### config.mk
export PLATFORM = sky130hd
export DESIGN_NAME = i2s_capture_ctrl
export DESIGN_NICKNAME = d
export VERILOG_FILES = /design/src/rtl/i2s_pkg.sv /design/src/rtl/i2s_sample_fifo.sv /design/src/rtl/i2s_capture_ctrl.sv
export SDC_FILE = /design/constraint.sdc
export NUM_CORES = 1
export LEC_CHECK = 0
export CAP_MARGIN = 20
export CORE_ASPECT_RATIO = 1.5
export CORE_MARGIN = 2
export CORE_UTILIZATION = 58
export CTS_CLUSTER_SIZE = 20
export DETAILED_ROUTE_END_ITERATION = 8
export PLACE_DENSITY = 0.88
export SYNTH_ARGS = -nofsm -noshare
export SYNTH_HDL_FRONTEND = slang
export SYNTH_SLANG_ARGS = --single-unit
export TNS_END_PERCENT = 50
### constraint.sdc
create_clock -name clk -period 4.39 [get_ports clk]
set_clock_uncertainty 0.2 [all_clocks]
set_input_delay 1.317 -clock clk [delete_from_list [all_inputs] [get_ports clk]]
set_output_delay 1.317 -clock clk [all_outputs]
set_load 0.02 [all_outputs]
### src/rtl/i2s_pkg.sv
// rtl/i2s_pkg.sv - shared defaults and FSM state codes for the I2S capture path
package i2s_pkg;

    localparam int DATA_W_DEF  = 32;
    localparam int DEPTH_DEF   = 8;
    localparam int FRAME_W_DEF = 16;

    typedef logic [1:0] state_t;

    localparam state_t ST_IDLE = 2'd0;
    localparam state_t ST_RUN  = 2'd1;
    localparam state_t ST_STOP = 2'd2;

endpackage

### src/rtl/i2s_sample_fifo.sv
// rtl/i2s_sample_fifo.sv - synchronous first-word-fall-through sample FIFO
module i2s_sample_fifo
    import i2s_pkg::*;
#(
    parameter int DATA_W = DATA_W_DEF,
    parameter int DEPTH  = DEPTH_DEF,
    parameter int AW     = $clog2(DEPTH)
) (
    input  logic              clk,
    input  logic              rst_n,
    input  logic              push,
    input  logic [DATA_W-1:0] wdata,
    input  logic              pop,
    output logic [DATA_W-1:0] rdata,
    output logic [AW:0]       level,
    output logic [AW:0]       level_nxt,
    output logic              full,
    output logic              empty
);

    logic [DATA_W-1:0] mem [DEPTH];
    logic [AW-1:0]     wptr;
    logic [AW-1:0]     rptr;
    logic              do_push;
    logic              do_pop;

    assign full    = (level == (AW+1)'(DEPTH));
    assign empty   = (level == '0);
    assign do_pop  = pop && !empty;
    // A pop frees the slot this same cycle, so a push into a full FIFO still lands.
    assign do_push = push && (!full || do_pop);
    assign rdata   = mem[rptr];

    always_comb begin
        level_nxt = level;
        if (do_push && !do_pop) begin
            level_nxt = level + 1'b1;
        end else if (do_pop && !do_push) begin
            level_nxt = level - 1'b1;
        end
    end

    always_ff @(posedge clk or negedge rst_n) begin
        if (!rst_n) begin
            wptr  <= '0;
            rptr  <= '0;
            level <= '0;
            for (int i = 0; i < DEPTH; i++) begin
                mem[i] <= '0;
            end
        end else begin
            level <= level_nxt;
            if (do_push) begin
                mem[wptr] <= wdata;
                wptr      <= wptr + 1'b1;
            end
            if (do_pop) begin
                rptr <= rptr + 1'b1;
            end
        end
    end

endmodule

### src/rtl/i2s_capture_ctrl.sv
// rtl/i2s_capture_ctrl.sv - I2S receiver sequencer with sample FIFO, frame count and irq
module i2s_capture_ctrl
    import i2s_pkg::*;
#(
    parameter int DATA_W  = DATA_W_DEF,
    parameter int DEPTH   = DEPTH_DEF,
    parameter int AW      = 3,
    parameter int FRAME_W = FRAME_W_DEF
) (
    input  logic               clk,
    input  logic               rst_n,
    input  logic               start,
    input  logic               stop,
    input  logic [FRAME_W-1:0] frames,
    input  logic [AW:0]        watermark,
    output logic               i2s_en,
    input  logic               i2s_done,
    input  logic [DATA_W-1:0]  i2s_data,
    input  logic               rd_en,
    output logic [DATA_W-1:0]  rd_data,
    output logic [AW:0]        level,
    output logic               empty,
    output logic               full,
    output logic [FRAME_W-1:0] captured,
    output logic               busy,
    output logic               overflow,
    output logic               irq,
    input  logic               irq_clr
);

    state_t             state;
    state_t             state_nxt;
    logic [FRAME_W-1:0] frames_q;
    logic [FRAME_W-1:0] captured_inc;
    logic [AW:0]        level_nxt;
    logic               run_done;
    logic               drop;
    logic               stop_entry;
    logic               wm_cross;
    logic               irq_set;

    i2s_sample_fifo #(
        .DATA_W (DATA_W),
        .DEPTH  (DEPTH),
        .AW     (AW)
    ) u_fifo (
        .clk       (clk),
        .rst_n     (rst_n),
        .push      (run_done),
        .wdata     (i2s_data),
        .pop       (rd_en),
        .rdata     (rd_data),
        .level     (level),
        .level_nxt (level_nxt),
        .full      (full),
        .empty     (empty)
    );

    assign busy         = (state != ST_IDLE);
    assign run_done     = (state == ST_RUN) && i2s_done;
    assign drop         = run_done && full && !rd_en;
    assign captured_inc = (captured == '1) ? captured : captured + 1'b1;

    always_comb begin
        state_nxt = state;
        case (state)
            ST_IDLE: if (start) state_nxt = ST_RUN;
            ST_RUN: begin
                if (stop || (run_done && frames_q != '0 && captured_inc == frames_q)) begin
                    state_nxt = ST_STOP;
                end
            end
            default: state_nxt = ST_IDLE;
        endcase
    end

    assign stop_entry = (state == ST_RUN) && (state_nxt == ST_STOP);
    // Edge on the FIFO level itself, so a level that merely stays above the mark never re-fires.
    assign wm_cross   = (watermark != '0) && (level < watermark) && (level_nxt >= watermark);
    assign irq_set    = stop_entry || wm_cross || (drop && !overflow);

    always_ff @(posedge clk or negedge rst_n) begin
        if (!rst_n) begin
            state    <= ST_IDLE;
            i2s_en   <= 1'b0;
            frames_q <= '0;
            captured <= '0;
            overflow <= 1'b0;
            irq      <= 1'b0;
        end else begin
            state  <= state_nxt;
            i2s_en <= (state_nxt == ST_RUN);
            if (state == ST_IDLE && start) begin
                frames_q <= frames;
                captured <= '0;
                overflow <= 1'b0;
            end else begin
                if (run_done) captured <= captured_inc;
                if (drop)     overflow <= 1'b1;
            end
            if (irq_set) begin
                irq <= 1'b1;
            end else if (irq_clr) begin
                irq <= 1'b0;
            end
        end
    end

endmodule

==> impl_metrics.ini <==
[route]
drt.antenna.violating_nets = 0
postRouteWirelength_um = 32500
drt_pre_antenna_iters = 4
vias = 8959
avgViaCountPerCell = 6.20
avgRoutedWirePerCell_um = 22.5
drt_iter0_drc = 540
drcViolationCount = 0

[floorplanning]
num_rows = 70
coreArea_mm2 = 0.0243
num_io_pins = 117
start_util_pct = 59.0
horizontal_die_dimension_um = 132
fp.dieArea_mm2 = 0.0261
die_h_um = 197

[place]
port_buffers = 116
routabilityCongestion = 0.918
preCtsSetupSlack_ns = 0.186
dp.final_hpwl_um = 20000

[worst_setup_path]
startpoint_type = register
worstPathRequired_ns = 2.87
timing.critical_path.slowest_cell_delay_ns = 0.55
timing.critical_path.arrival_ns = 2.73
timing.rr.end = state[0]
worst_setup_path_end_kind = output port
worstSetupEndpoint = rd_data[15]
worstReg2RegStart = captured[0]
worst-path-buf-inv = 2
top_cell_family_by_delay_on_the_critical_path = multiplexers
path_depth = 4
worst-setup-path-type = register to output port
critical_path_peak_fanout = 8
worstPathCellList = buf_4, mux4_2, mux2_2, clkdlybuf4s50_1
critical_path.startpoint = u_fifo.rptr[0]
slowest_stage = sky130_fd_sc_hd__mux4_2
r2r_slack_ns = 0.75
worstRegToRegCells = 10

[clock_network]
h-tree-depth = 1
cts.clk_slew.worst_paths_ns = 0.06
tritoncts_clock_tree = done
clock_sink_count = 303
clk-insertion-delay-late_ns = 0.53
ctsResizeCount = 0
cts.root.buffer_cell = sky130_fd_sc_hd__clkbuf_16
cts.path.max_buffers = 3
cts-buffers-inserted = 28

[sta]
final.setup.worst_slack_ns = 0.144
setup_repair_after_global_routing_missed_its_margin = no
post-route-min-period_ns = 4.25
report.final.setup_viol = 0
hold_violations = 0
worst_pin_slew_ns = 0.697
finalCritPeriodShare_pct = 96.7
setup_total_negative_slack_ns = 0
slew_viol_final = 0
fmaxAchievable_mhz = 236
slew-limit-headroom_pct = 53.3

[grt]
grt_most_used_layer = met2
first_pass_grt_wire_length_um = 53000
met1_usage_pct = 32.6
first_global_vias = 9688
grtUsageTotal_pct = 25.7
antenna_found_initial = 1
met2_usage_pct = 44.4
gr-total-overflow = 0
grt_util_met3_pct = 4.01
pin_count_of_the_biggest_net_entering_global_routing = 103

[logic_synthesis]
synth.top_cells.by_area = sky130_fd_sc_hd__dfrtp_1 53%, sky130_fd_sc_hd__mux2_2 24%, sky130_fd_sc_hd__mux4_2 10%, sky130_fd_sc_hd__xnor2_1 1.3%, sky130_fd_sc_hd__ha_1 1.0%
synth_cell_types = 59
yosys.cell_count.top_type = sky130_fd_sc_hd__mux2_2
avgSynthCellArea_um2 = 14.6
synth_async_sr_flop_share_pct = 100
synth_enable_flop_cells = 0
syn-instance-count = 981
postSynth.topFlopCell = sky130_fd_sc_hd__dfrtp_1
yosysWarnings = 0
synth_nets = 1052
yosys.area.top_type_share_pct = 52.8
netlist_top_cells_count = 305 x sky130_fd_sc_hd__mux2_2, 303 x sky130_fd_sc_hd__dfrtp_1, 64 x sky130_fd_sc_hd__mux4_2
postSynthRegisterBits = 303
synthesis.area_mm2 = 0.0144
ys_seq_area_share_pct = 52.8
netlist.top_cell.by_area = sky130_fd_sc_hd__dfrtp_1

[power_and_ir_drop]
net_sw_share_pct = 31.6
pwr-share-comb_pct = 40.7
power.internal_mw = 8.45
clock_power_share_pct = 20.5
power-per-cell-area_mw_per_mm2 = 725
vdd.ir_drop.worst_uv = 468
p_switching_mw = 3.91
p_seq_share_pct = 38.8
leakagePower_nw = 7.44

[final_layout]
area_growth_pct = 18.8
post_route_cells_drive_above_1_share_pct = 42.4
layout.nets = 1170
filler_cell_count_in_the_final_layout = 1618

[min_path]
hp-class = register to register

[flow_run]
drv_cap = 0

[status]
outcome = finished clean
==> placed cells by master (no fill, tap or decap), types with 4 or more instances in the layout <==
master                            Yosys  final
sky130_fd_sc_hd__a21o_1               5      5
sky130_fd_sc_hd__a21oi_1              7      7
sky130_fd_sc_hd__a31oi_1              4      4
sky130_fd_sc_hd__and4_1               4      4
sky130_fd_sc_hd__buf_12               0      9
sky130_fd_sc_hd__buf_4                0     23
sky130_fd_sc_hd__clkbuf_16            0     29
sky130_fd_sc_hd__clkbuf_8             0      7
sky130_fd_sc_hd__clkdlybuf4s50_1      0    115
sky130_fd_sc_hd__clkinv_2             0      5
sky130_fd_sc_hd__dfrtp_1            303    300
sky130_fd_sc_hd__ha_1                12     12
sky130_fd_sc_hd__inv_1               14     14
sky130_fd_sc_hd__mux2_2             305    305
sky130_fd_sc_hd__mux4_2              64     64
sky130_fd_sc_hd__nand2_1             27     27
sky130_fd_sc_hd__nand2b_1             4      4
sky130_fd_sc_hd__nand3_1             11     10
sky130_fd_sc_hd__nand4_1              4      4
sky130_fd_sc_hd__nand4b_1             4      4
sky130_fd_sc_hd__nor2_1              32     30
sky130_fd_sc_hd__nor3_1               8      7
sky130_fd_sc_hd__nor4_1               9      9
sky130_fd_sc_hd__o21ai_0             16     16
sky130_fd_sc_hd__o31ai_1              7      7
sky130_fd_sc_hd__xnor2_1             22     22
sky130_fd_sc_hd__xor2_1               4      4
==> worst min path at each step <==
| stage | start | endpoint | slack (ns) | cells past startpoint |
|---|---|---|---|---|
| floorplan | u_fifo.mem[0] | u_fifo.mem[0] | 0.27 | 1 |
| global placement | u_fifo.mem[146] | u_fifo.mem[146] | 0.28 | 1 |
| detailed placement | u_fifo.mem[133] | u_fifo.mem[133] | 0.29 | 1 |
| CTS | u_fifo.mem[30] | u_fifo.mem[30] | 0.30 | 1 |
| global route | u_fifo.mem[62] | u_fifo.mem[62] | 0.31 | 1 |
| finish | u_fifo.mem[59] | u_fifo.mem[59] | 0.30 | 1 |
==> power by group through the flow <==
stage	clock network [mW]	registers, mW	logic (mW)
global placement	0	4.69	4.85
detailed placement	0	4.81	4.99
finish	2.53	4.79	5.03
global route	2.68	4.92	5.39
floorplan	0	4.49	3.51
CTS	2.57	4.78	5.10
==> final cells by class <==
class | count | area [µm²] | area share, %
sequential | 303 | 7590 | 44.5
multi-input combinational | 604 | 6510 | 38.2
timing repair buffer | 148 | 1520 | 8.91
clock buffer | 39 | 833 | 4.89
tap | 324 | 405 | 2.38
clock inverter | 11 | 139 | 0.815
inverter | 14 | 52.6 | 0.308
antenna | 2 | 5.00 | 0.0294
==> per-layer routing <==
| metal | wire (µm) | vias up |
|---|---|---|
| met5 | 0 | - |
| met4 | 1170 | 0 |
| met3 | 1620 | 73 |
| met2 | 17000 | 272 |
| met1 | 12700 | 4710 |
| li1 | - | 3904 |
==> repair_timing <==
action	in CTS	in global routing
setup buffers	2	0
endpoints found under the hold margin	0	0
hold buffers	0	0
setup endpoints to repair	4	0
==> flip-flops by register name (all words and copies together), names as in the netlist <==
signal and cells:
u_fifo.wptr 3, overflow 1, u_fifo.mem 256, frames_q 16, captured 16, u_fifo.level 4
irq 1, u_fifo.rptr 3, state 2, i2s_en 1
==> stage by stage <==
step	instances	hold WS [ns]	utilization [%]	instance area [µm²]	power, mW
6_report	1445	0.302	70.0	17000	12.4
5_1_grt	1444	0.310	70.0	17000	13.0
4_1_cts	1443	0.305	70.0	17000	12.4
3_5_place_dp	1391	0.288	65.9	16100	9.81
3_3_place_gp	1391	0.281	65.9	16100	9.54
2_1_floorplan	981	0.274	-	14400	8.00
==> cells by family (layout without fill, tap and decap cells) <==
family | after synthesis | in the layout | share of synthesized area [%]
AO/OA/AOI/OAI | 61 | 61 | 2.92
XOR/XNOR | 26 | 26 | 1.59
adder cells (fa/ha/maj) | 12 | 12 | 1.05
buffers and inverters | 74 | 212 | 2.07
flip-flops | 303 | 303 | 52.8
multiplexers | 372 | 372 | 34.2
other | 0 | 2 | 0
AND/OR/NAND/NOR | 133 | 133 | 5.39
Note: power is estimated with default switching activity, not from simulation.
